## src/rtl/display_counter_scheduler.sv

```systemverilog
// Run/pause/step hex counter with a multiplexed 4-digit 7-segment scanner.
// Optional leading-zero blanking: define DISPLAY_LEADING_ZERO_BLANK_EN.
module display_counter_scheduler #(
   parameter int unsigned SCAN_DIV = 4
) (
   input  logic       input_clock1_1,
   input  logic       input_reset1_2,
   input  logic       input_run_button_3,
   input  logic       input_step_button_4,
   input  logic       input_clear_5,
   input  logic       input_tick_6,
   output logic [6:0] output_segments_7,
   output logic [3:0] output_digit_select_8,
   output logic       output_dp_dot_9,
   output logic       output_running_10
);

   localparam int unsigned COUNT_DIGITS = 4;
   localparam int unsigned CW           = 4 * COUNT_DIGITS;

   typedef enum logic {
      ST_PAUSED,
      ST_RUNNING
   } state_t;

   state_t          r_state;
   state_t          w_state_next;
   logic            r_run_q;
   logic            r_step_q;
   logic            w_run_rise;
   logic            w_step_rise;
   logic            w_inc;
   logic [CW-1:0]   r_count;
   logic [CW-1:0]   w_count_next;
   logic [7:0]      r_presc;
   logic [1:0]      r_idx;
   logic            w_presc_wrap;
   logic [3:0]      w_nibble;
   logic [6:0]      w_seg_dec;
   logic [6:0]      w_seg;
   logic            w_blank;

   assign w_run_rise   = input_run_button_3 & ~r_run_q;
   assign w_step_rise  = input_step_button_4 & ~r_step_q;
   assign w_presc_wrap = (r_presc == 8'(SCAN_DIV - 1));

   // Increment decision uses the pre-toggle state; a run edge only changes the next state.
   always_comb begin
      w_state_next = r_state;
      w_inc        = 1'b0;
      case (r_state)
         ST_PAUSED: begin
            w_inc = w_step_rise;
            if (w_run_rise) w_state_next = ST_RUNNING;
         end
         ST_RUNNING: begin
            w_inc = input_tick_6;
            if (w_run_rise) w_state_next = ST_PAUSED;
         end
         default: w_state_next = ST_PAUSED;
      endcase
   end

   always_comb begin
      w_count_next = r_count;
      if (input_clear_5)
         w_count_next = '0;
      else if (w_inc)
         w_count_next = r_count + 1'b1;
   end

   assign w_nibble = r_count[{r_idx, 2'b00} +: 4];

   always_comb begin
      w_seg_dec = 7'h00;
      case (w_nibble)
         4'h0: w_seg_dec = 7'h3F;
         4'h1: w_seg_dec = 7'h06;
         4'h2: w_seg_dec = 7'h5B;
         4'h3: w_seg_dec = 7'h4F;
         4'h4: w_seg_dec = 7'h66;
         4'h5: w_seg_dec = 7'h6D;
         4'h6: w_seg_dec = 7'h7D;
         4'h7: w_seg_dec = 7'h07;
         4'h8: w_seg_dec = 7'h7F;
         4'h9: w_seg_dec = 7'h6F;
         4'hA: w_seg_dec = 7'h77;
         4'hB: w_seg_dec = 7'h7C;
         4'hC: w_seg_dec = 7'h39;
         4'hD: w_seg_dec = 7'h5E;
         4'hE: w_seg_dec = 7'h79;
         4'hF: w_seg_dec = 7'h71;
         default: w_seg_dec = 7'h00;
      endcase
   end

`ifdef DISPLAY_LEADING_ZERO_BLANK_EN
   logic [1:0] w_lead;

   // Highest nonzero nibble; digit 0 is the floor so zero still shows one digit.
   always_comb begin
      w_lead = 2'd0;
      if (r_count[15:12] != 4'h0)
         w_lead = 2'd3;
      else if (r_count[11:8] != 4'h0)
         w_lead = 2'd2;
      else if (r_count[7:4] != 4'h0)
         w_lead = 2'd1;
   end

   assign w_blank = (r_idx > w_lead);
`else
   assign w_blank = 1'b0;
`endif

   assign w_seg = w_blank ? 7'h00 : w_seg_dec;

   always_ff @(posedge input_clock1_1) begin
      if (input_reset1_2) begin
         r_state               <= ST_PAUSED;
         r_run_q               <= input_run_button_3;
         r_step_q              <= input_step_button_4;
         r_count               <= '0;
         r_presc               <= '0;
         r_idx                 <= '0;
         output_segments_7     <= 7'h3F;
         output_digit_select_8 <= 4'b0001;
         output_dp_dot_9       <= 1'b0;
      end else begin
         r_state               <= w_state_next;
         r_run_q               <= input_run_button_3;
         r_step_q              <= input_step_button_4;
         r_count               <= w_count_next;
         r_presc               <= w_presc_wrap ? '0 : r_presc + 1'b1;
         if (w_presc_wrap) r_idx <= r_idx + 1'b1;
         output_segments_7     <= w_seg;
         output_digit_select_8 <= 4'b0001 << r_idx;
         output_dp_dot_9       <= (r_idx == 2'd0) && (r_state == ST_RUNNING);
      end
   end

   assign output_running_10 = (r_state == ST_RUNNING);

endmodule

```

## config.mk

```make
export PLATFORM = sky130hd
export DESIGN_NAME = display_counter_scheduler
export DESIGN_NICKNAME = d
export VERILOG_FILES = /design/src/rtl/display_counter_scheduler.sv
export SDC_FILE = /design/constraint.sdc
export NUM_CORES = 1
export LEC_CHECK = 0
export CORE_ASPECT_RATIO = 1.1
export CORE_MARGIN = 10
export CORE_UTILIZATION = 38
export DETAILED_ROUTE_END_ITERATION = 8
export PLACE_DENSITY = 0.61
export SETUP_SLACK_MARGIN = 0.02
export SYNTH_ARGS = -nofsm -noshare
export SYNTH_HDL_FRONTEND = slang
export SYNTH_SLANG_ARGS = --single-unit
```

## constraint.sdc

```tcl
create_clock -name input_clock1_1 -period 2.4 [get_ports input_clock1_1]
set_input_delay 0.6 -clock input_clock1_1 [delete_from_list [all_inputs] [get_ports input_clock1_1]]
set_output_delay 0.6 -clock input_clock1_1 [all_outputs]
set_load 0.02 [all_outputs]
```

### Yosys cells after proc, flatten, opt, wreduce, memory -nomap -nowiden

Memory sizes are Yosys's and may differ from the RTL's. A register that Yosys moved wholly into a read port is not among the register bits.
Index checks and enable logic that the tools add are counted.

| operators by class | value |
|---|---|
| add/sub/neg operators | 3 |
| equal/unequal tests | 1 |
| shift-type cells | 2 |
| muxes and demuxes | 4 |
| bitwise logic cells | 5 |
| reduce and logical (&&, ||, !) cells | 4 |

Operator list:

| cell | number |
|---|---|
| $add A16 B1 Y16 const B | 1 |
| $shiftx A16 B5 Y4 | 1 |
| $add A8 B1 Y8 const B | 1 |
| $eq A8 B2 Y1 const B | 1 |
| $pmux W1 S2 | 2 |
| $reduce_or A2 Y1 | 2 |
| $shl A1 B2 Y4 const A | 1 |
| $not A1 Y1 | 3 |
| $add A2 B1 Y2 const B | 1 |
| $and A1 B1 Y1 | 2 |
| $logic_not A2 Y1 | 1 |
| $mux W1 | 2 |
| $logic_and A1 B1 Y1 | 1 |

| word-level totals | value |
|---|---|
| flip-flop bits (word level) | 34 |
| bits in read-only memories | 112 |
| bits of input ports | 6 |
| output and inout port bits | 13 |
| word-level logic and storage cells | 28 |
| memories | 1 |

Memory list:

| name | depth | width | read ports | clocked after memory_dff | write ports | RTL line | source |
|---|---|---|---|---|---|---|---|
| (name not given) | 16 | 7 | 1 | 1 | 0 | 76 | `case (w_nibble)` |

### Longest topological paths before layout

| logic depth | value |
|---|---|
| word-level depth | 4 |
| mapped depth | 7 |
| mapped depth without buffers | 6 |

### Worst setup path after synthesis

OpenSTA, ideal clock, no wires.

| timing | value |
|---|---|
| kind | input-to-reg |
| from | input r_idx[0] |
| to | register output_segments_7[0] |
| setup time | 0.122 ns |
| arrival | 1.833 ns |
| required time | 2.278 ns |
| setup slack | 0.445 ns |
| cell stages on the path | 8 |
| path buffers | 1 |
| path through | dfxtp_1 -> buf_6 -> mux4_2 -> inv_1 -> ha_1 -> nand2b_4 -> and3b_1 -> a311o_1 |

| on the way | value |
|---|---|
| word-level cells in the longest chain between the ends | 1 |

RTL lines:

| what | RTL line | source |
|---|---|---|
| start, declared | 36 | `logic [1:0] r_idx;` |
| $shiftx A16 B5 Y4 | 72 | `assign w_nibble = r_count[{r_idx, 2'b00} +: 4];` |
| end, declared | 12 | `output logic [6:0] output_segments_7,` |

No other way between the ends.
A chain may end at the register's enable or synchronous reset.

### Worst setup path after layout

Same ends and word-level chain as after synthesis.

==> flow_metrics.py <==
metrics = {
    "status": {
        "status": "complete, no violations",
    },
    "drt": {
        "wire_per_inst_um": 12.8,
        "vias": 1418,
        "drc": 0,
        "routed_wl_um": 3590,
        "drtAntennaViolNets": 0,
        "drtIter0Drc": 59,
        "avgViaCountPerCell": 5.05,
        "first_pass_iters": 4,
    },
    "die": {
        "dieWidth_um": 87.9,
        "core_um2": 4970,
        "ios": 19,
        "die_area_um2": 8310,
        "die_h_um": 94.6,
        "initial_core_util_pct": 38.8,
        "fp-row-count": 27,
    },
    "logic_synthesis": {
        "ys.flop_type": "dfxtp_1",
        "yosysSeqAreaShare_pct": 42.7,
        "syn_inst": 200,
        "syn_nets": 216,
        "syn_area_per_cell_um2": 9.62,
        "yosys_warnings": 0,
        "yosysUniqueCellTypes": 39,
        "ys_async_sr_fraction_pct": 0,
        "synth-seq-cells": 41,
        "synth-edff-count": 0,
        "synth_area_um2": 1920,
    },
    "critical_path": {
        "critical_path.cell_chain": "mux4_2, inv_1, ha_1, nand2b_4, and3b_1, a311o_1",
        "worstSetupPathDepth": 6,
        "cp.required_ns": 2.59,
        "start_kind": "flop",
        "cp_slowest_cell": "mux4_2",
        "critPathCaptureType": "flop",
        "slowest_delay_ns": 0.61,
        "path_class": "reg -> reg",
        "timing.critical_path.buf_inv": 1,
        "reg2reg_depth": 6,
        "cp_top_family": "multiplexers",
        "crit_fanout": 5,
        "worstPathArrival_ns": 2.32,
    },
    "cells_and_area": {
        "drive_gt1_share_pct": 11.2,
        "mostFrequentLayoutCells": "dfxtp_1 (41), nor2_1 (22), clkdlybuf4s50_1 (18)",
        "multi_input_area_um2": 1030,
        "syn_to_final_growth_pct": 18.9,
        "final_common_cell": "dfxtp_1",
        "layout.nets": 238,
        "diodes": 0,
        "final_cell_count_no_fill": 281,
        "ff_latch_area_um2": 821,
        "fillCellCount": 479,
    },
    "pwr": {
        "p_seq_share_pct": 51.3,
        "power_density_nw_per_um2": 606,
        "power_frac_comb_pct": 7.6,
        "intPower_mw": 1.06,
        "power.leakage_nw": 0.788,
        "swShare_pct": 23.5,
        "power.switching_uw": 326,
        "clkPwrFrac_pct": 41.0,
        "peakVddDrop_mv": 0.292,
    },
    "cts": {
        "clk_pin_slew_ns": 0.08,
        "cts_buffers": 5,
        "clk_latency_ns": 0.30,
        "hold_buffers": 0,
        "ctsResizeCount": 0,
        "cts_buffer_depth": 2,
        "cts_max_level": 2,
        "cts.sinks": 41,
        "clock-root-buffer": "clkbuf_8",
        "cts_tree": "done",
        "cts_setup_buffers": 0,
    },
    "timing": {
        "fmax_mhz": 470,
        "drv_slew": 0,
        "finalCriticalPeriod_ns": 2.13,
        "setup_viol": 0,
        "fin_crit_sh_pct": 88.7,
        "rsz0062_at_grt": "false",
        "finClkSkew_ns": 0.00567,
        "hold_violations": 0,
        "whs_ns": 0.484,
        "tightest_slew_ns": 0.338,
        "tns_ns": 0,
        "maxSlewHeadroom_pct": 77.5,
    },
    "worst_hold_path": {
        "min_path_type": "reg -> reg",
        "hold_depth": 1,
    },
    "place": {
        "dp_hpwl_um": 2580,
        "gp_congestion": 0.767,
        "dp_cells": 273,
        "io_buffers": 18,
    },
    "run": {
        "maxCapViolCount": 0,
    },
    "global_route": {
        "grt_pass1_vias": 1412,
        "grt_pass1_wl_um": 6420,
        "antenna_found_initial": 0,
        "grt_max_degree": 19,
        "overflow": 0,
        "grtUsageTotal_pct": 9.51,
    },
}
-- cell usage after synthesis, types with 2 or more instances --
| library cell | count | area (µm²) |
|---|---|---|
| nor2b_1 | 2 | 12.5 |
| a21oi_1 | 14 | 70.1 |
| nor2_1 | 22 | 82.6 |
| ha_1 | 10 | 125 |
| and3_1 | 4 | 25.0 |
| a311o_1 | 2 | 20.0 |
| nor3_1 | 4 | 20.0 |
| nand2_1 | 9 | 33.8 |
| nand4_1 | 2 | 12.5 |
| a211oi_1 | 2 | 15.0 |
| o21ai_0 | 12 | 60.1 |
| a211o_1 | 3 | 26.3 |
| xnor2_1 | 4 | 35.0 |
| nand3_1 | 7 | 35.0 |
| xor2_1 | 10 | 87.6 |
| or3_1 | 8 | 50.1 |
| mux2i_1 | 2 | 20.0 |
| buf_4 | 2 | 15.0 |
| o2111ai_1 | 2 | 17.5 |
| inv_1 | 7 | 26.3 |
| dfxtp_1 | 41 | 821 |
| nand2b_1 | 4 | 25.0 |
| clkbuf_1 | 5 | 18.8 |
| and2_1 | 3 | 18.8 |
| or2_2 | 2 | 12.5 |
| mux4_2 | 4 | 90.1 |
-- path summary, 6_finish.rpt --
path | start | endpoint | slack, ns
setup / recovery | r_idx[0] | output_segments_7[0] | 0.27
hold reg to reg | r_presc[0] | r_presc[0] | 0.48
setup reg to reg | r_idx[0] | output_segments_7[0] | 0.27
hold / removal | r_presc[0] | r_presc[0] | 0.48
-- worst reg2reg max path, stage by stage, from the launching register on --
cell      delay [ns]
dfxtp_1         0.45
mux4_2          0.61
inv_1           0.16
ha_1            0.26
nand2b_4        0.07
and3b_1         0.17
a311o_1         0.31
-- stage by stage --
| stage | power [mW] | setup slack (ns) | utilization [%] | area [µm²] |
|---|---|---|---|---|
| floorplan | 0.799 | 0.445 | - | 1920 |
| global placement | 0.834 | 0.168 | 43.7 | 2170 |
| detailed placement | 0.835 | 0.125 | 43.7 | 2170 |
| CTS | 1.41 | 0.251 | 46.1 | 2290 |
| global route | 1.44 | 0.130 | 46.1 | 2290 |
| finish | 1.39 | 0.271 | 46.1 | 2290 |
-- layer usage --
layer	global-route usage, %	vias up	part of all wire, %
met4	4.65	0	1.2
li1	-	745	-
met1	11.8	647	48
met3	2.93	4	5.1
met2	14.6	22	46
met5	0	-	0
-- power groups by stage --
stage	Clock, mW	Sequential, mW	Combinational, mW
after floorplan	0	0.731	0.0674
after global placement	0	0.729	0.106
after detailed placement	0	0.729	0.107
after CTS	0.585	0.713	0.108
after global routing	0.610	0.716	0.119
final	0.569	0.712	0.106
-- registers in the layout, summed over array words and instances, names as in the netlist --
name,flops
r_run_q,1
r_idx,2
output_digit_select_8,4
r_count,16
r_step_q,1
r_presc,8
output_running_10,1
output_segments_7,7
output_dp_dot_9,1
-- logic make-up (layout without fill, tap and decap cells) --
logic type	after synthesis	in the layout	synth area share, %
adder cells (fa/ha/maj)	10	10	6.50
multiplexers	7	7	6.31
AND/OR/NAND/NOR	74	74	20.8
buffers and inverters	16	39	3.97
XOR/XNOR	14	14	6.37
AO/OA/AOI/OAI	38	38	13.4
flip-flops	41	41	42.7
-- layout make-up --
cell class                      count  share of cell area (%)
Clock inverter                      3                    2.02
Clock buffer                        5                    3.01
Inverter                            7                    1.15
Tap cell                           58                    3.17
Multi-Input combinational cell    143                    44.9
Timing Repair Buffer               24                    9.85
Sequential cell                    41                    35.9
Note: power is estimated with default switching activity, not from simulation.
